## src/rtl/if_stage.sv

```systemverilog
// Instruction fetch stage: PC register, IF/ID pipeline register, and redirect tracking across cache refills.
// Latency: PC_OUT is registered; IF/ID captures the hit instruction one cycle after its fetch address is presented.
// Backpressure: HAZARD_STALL freezes PC and IF/ID; ICACHE_BUSYWAIT holds PC and inserts bubbles.
module if_stage #(
    parameter logic [31:0] RESET_PC = 32'h0000_0000
) (
    input  logic        CLK,
    input  logic        RESET,
    input  logic        ICACHE_BUSYWAIT,
    input  logic [31:0] ICACHE_INSTR,
    input  logic        HAZARD_STALL,
    input  logic        BRANCH_TAKEN,
    input  logic [31:0] BRANCH_TARGET,
    output logic [31:0] PC_OUT,
    output logic [31:0] IFID_PC,
    output logic [31:0] IFID_PC4,
    output logic [31:0] IFID_INSTR,
    output logic        IFID_VALID,
    output logic        REDIRECT_PENDING,
    output logic [31:0] STALL_CYCLES
);

    typedef enum logic {
        FETCH   = 1'b0,
        PENDING = 1'b1
    } state_t;

    localparam logic [31:0] NOP_INSTR = 32'h0000_0013;

    state_t      state;
    logic [31:0] pending_target;
    logic [31:0] target_aligned;
    logic [31:0] pc_plus4;

    // Masking (rather than slicing) keeps every target bit in use.
    assign target_aligned   = BRANCH_TARGET & ~32'h0000_0003;
    assign pc_plus4         = PC_OUT + 32'd4;
    assign REDIRECT_PENDING = (state == PENDING);

    always_ff @(posedge CLK or posedge RESET) begin
        if (RESET) begin
            state          <= FETCH;
            PC_OUT         <= RESET_PC;
            pending_target <= 32'h0000_0000;
            IFID_PC        <= 32'h0000_0000;
            IFID_PC4       <= 32'h0000_0000;
            IFID_INSTR     <= NOP_INSTR;
            IFID_VALID     <= 1'b0;
            STALL_CYCLES   <= 32'h0000_0000;
        end else begin
            if (ICACHE_BUSYWAIT && (STALL_CYCLES != 32'hFFFF_FFFF)) begin
                STALL_CYCLES <= STALL_CYCLES + 32'd1;
            end

            case (state)
                FETCH: begin
                    if (BRANCH_TAKEN) begin
                        IFID_VALID <= 1'b0;
                        // The cache is mid-refill on PC_OUT; park the target until it finishes.
                        if (ICACHE_BUSYWAIT) begin
                            pending_target <= target_aligned;
                            state          <= PENDING;
                        end else begin
                            PC_OUT <= target_aligned;
                        end
                    end else if (HAZARD_STALL) begin
                        // Decode needs the current IF/ID contents again; freeze everything.
                    end else if (ICACHE_BUSYWAIT) begin
                        IFID_VALID <= 1'b0;
                    end else begin
                        IFID_PC    <= PC_OUT;
                        IFID_PC4   <= pc_plus4;
                        IFID_INSTR <= ICACHE_INSTR;
                        IFID_VALID <= 1'b1;
                        PC_OUT     <= pc_plus4;
                    end
                end

                PENDING: begin
                    IFID_VALID <= 1'b0;
                    if (BRANCH_TAKEN) begin
                        pending_target <= target_aligned;
                    end
                    if (!ICACHE_BUSYWAIT) begin
                        PC_OUT <= BRANCH_TAKEN ? target_aligned : pending_target;
                        state  <= FETCH;
                    end
                end

                default: state <= FETCH;
            endcase
        end
    end

endmodule

```

## config.mk

```make
export PLATFORM = sky130hd
export DESIGN_NAME = if_stage
export DESIGN_NICKNAME = d
export VERILOG_FILES = /design/src/rtl/if_stage.sv
export SDC_FILE = /design/constraint.sdc
export NUM_CORES = 1
export LEC_CHECK = 0
export CAP_MARGIN = 5
export CORE_ASPECT_RATIO = 0.5
export CORE_MARGIN = 8
export CORE_UTILIZATION = 30
export DETAILED_ROUTE_END_ITERATION = 8
export DONT_BUFFER_PORTS = 1
export PLACE_DENSITY = 0.54
export SYNTH_ARGS = -nofsm -noshare
export SYNTH_HDL_FRONTEND = slang
export SYNTH_SLANG_ARGS = --single-unit
```

## constraint.sdc

```tcl
create_clock -name CLK -period 11.4 [get_ports CLK]
set_input_delay 2.28 -clock CLK [delete_from_list [all_inputs] [get_ports CLK]]
set_output_delay 2.28 -clock CLK [all_outputs]
set_load 0.05 [all_outputs]
```

==> impl_results.md <==
- Synth Instances: approximately 920
- Root Buffer: clkbuf_16
- Number of global-route vias before repair: approximately 6,500
- Nets: 960
- Largest net degree at the start of global routing: 118
- Tightest Pin Transition: just under 1000 ps
- Leakage: around 4.3 nW
- Post-synthesis sequential area ratio: 54.26%
- Number of CTS-inserted buffers: 17
- Ant diodes: 0
- Maxcap violations: 0
- Via density: a little over 5
- DR pass1 iterations: 6
- Top-count cell post-synth: nand2_1
- Fmax: 260.2 MHz
- GRT Total Usage: about 14%
- Die height: 137.5 um
- Buffers on Ports: 0
- Status: finished, final reports clean
- Syn_nets: 988
- Routability congestion estimate: 0.7649
- Core Footprint: about 29,000 um2
- Post-CTS Hold Buffers: 0
- Avg Inst Size Synth: 9.664 um2
- Critical path peak fanout: 65
- CP Class: in -> reg
- PostCTS Resize Cnt: 0
- FFs w/ async S/R, synth: 100.0%
- Clock Skews: ~12 ps
- Post-synth top cells: 263 x nand2_1, 189 x dfrtp_1, 60 x o21ai_0
- Worst vdd ir: 126.6 uV
- Max H-tree Level: 4
- Detailed-placement wirelength estimate: 18.43 mm
- Critical Path AT: 4230 ps
- Initial antenna violation count: 0
- Final Hold Viols: 0
- Setup Buffers After CTS: 0
- Synth Warn #: 0
- Relative max-transition margin: about 34%
- Area share of the largest cell type after synthesis: approximately 53%
- Detail Route Antenna Nets: 0
- Via count of the routed design: roughly 6,600
- WP data required: approximately 12,000 ps
- Endpoints failing setup: 0
- Placed cell area: 9215 um2
- RSZ-0062 raised after global routing: no
- Register bit total from synthesis: 192
- Critical path capture point type: flop
- Post-synth cell types: 58
- CP Launch Type: input pin
- Clock sink total: approximately 190
- DR WL/cell: 20.46 um
- Final wirelength: ~26 mm
- Fin Setup TNS: 0 ps
- CTS tree: done
- # IOs: approximately 230
- Mapped cell area: 8862 um2
- CTS max path bufs: 2
- Tcrit/Tclk final: about a third
- Die Area: 35,630 um2
- # DRC: 0
- Post-synth EDFFs: 0
- Synth Flop Type: dfrtp_1
- Fin. max-slew vios: 0
- Pwr Total: around 2.1 mW
- Drt initial violations: 635
- Global-route wire length before repair: between 30 and 40 mm
- Cell Pwr Density: ~220 nW/um2
- Post-route cell area: about 10000 um2
- Share of layout cells above drive strength 1: a little under an eighth
- Cell taking the most area after synthesis: dfrtp_1
- Top post-synthesis cells by area: dfrtp_1 53%, nand2_1 11%, xnor2_1 4.0%
- Fin util: between 30% and 40%
- Worst-Skew Late Latency: 460 ps
- Synthesis-to-finish area growth: 10.46%
- Die width: ~260 um
- Initial Utilization: just over 30%
- Min Tclk post-route: between 3000 and 4000 ps
- GRT Residual Overflow: 0
- Worst min path class: reg -> reg
- Cell Rows: 44
- Worst-path clk slew: approximately 70 ps
==> cells by family after synthesis <==
family                     count (synthesis)  synth area share [%]
and+or+nand+nor                          426                 22.31
DFF                                      192                 54.26
AOI/OAI and AO/OA                        144                 10.57
buffers and inverters                     66                 3.092
xor gates and xnor gates                  55                 5.436
muxes                                     32                 4.052
adders and majority gates                  2                0.2823
==> cells in the final DEF, fill, tap and decap left out, drive strengths merged, types with 2 or more instances in the layout <==
master,instances
o21ai,63
a32o,3
nor2,54
a221oi,10
o21a,2
nand2,263
and3,14
a211oi,5
nand3,22
o2bb2ai,9
o32a,2
clkbuf,19
xnor2,40
a221o,3
a211o,2
or2,2
a311o,4
dfrtp,189
a21oi,23
ha,2
nand4,22
or3,4
o31ai,3
buf,9
nor4,8
and4,7
a31oi,3
xor2,15
a22oi,3
nor3,17
nand2b,4
a21o,5
clkinvlp,3
clkinv,4
mux2,31
inv,16
dfstp,3
and2,8
==> registers in the layout, indices dropped and copies added (netlist names) <==
| signal | cells |
|---|---|
| IFID_INSTR | 32 |
| IFID_PC | 32 |
| IFID_PC4 | 30 |
| IFID_VALID | 1 |
| PC_OUT | 32 |
| REDIRECT_PENDING | 1 |
| STALL_CYCLES | 32 |
| pending_target | 32 |
==> routing by layer <==
layer	wire, um	track usage, %	share of wire [%]	up-vias
met5	0	0	0	-
met4	571	5.194	2.2	0
met3	1296	3.657	4.9	29
met2	13530	24.78	51	145
met1	11060	17.22	42	3306
li1	-	-	-	3071
==> worst paths after layout <==
path                                    from                 to  slack [ps]  cells past startpoint
setup / recovery                BRANCH_TAKEN       IFID_PC4[14]        7560                      6
hold / removal             pending_target[0]  pending_target[0]         490                      1
setup reg to reg            REDIRECT_PENDING         PC_OUT[14]        8470                      6
hold reg to reg            pending_target[0]  pending_target[0]         490                      1
max in group asynchronous              RESET       IFID_PC4[11]        8020                      2
min in group asynchronous              RESET     IFID_INSTR[11]        1820                      1
==> report_power, final <==
| part | switching, mW | internal, mW |
|---|---|---|
| clock | 0.289 | 0.300 |
| combinational | 0.124 | 0.0978 |
| sequential | 0.529 | 0.795 |
| total | 0.942 | 1.19 |
==> final cells by class <==
cell class                      count  area [um2]
Clock inverter                     13       121.4
Tap cell                          391       489.2
Multi-Input combinational cell    659        3804
Clock buffer                       19       452.9
Fill cell                        2939       19220
Timing Repair Buffer                9       67.56
Sequential cell                   192        4810
Inverter                           10       45.04
==> per-stage QoR <==
step	hold WS, ps	std cells	worst slack [ps]
6_report	490.0	1293	7557
5_1_grt	510.5	1293	7489
2_1_floorplan	444.9	917	3898
3_3_place_gp	464.3	1261	7216
4_1_cts	492.7	1293	7674
3_5_place_dp	475.9	1261	7196
==> worst max-delay path, stage by stage <==
cell	delay, ps
or2_2	560
nor3_2	190
buf_4	600
nand2_1	220
a21oi_1	200
a211o_1	120
Note: power is estimated with default switching activity, not from simulation.
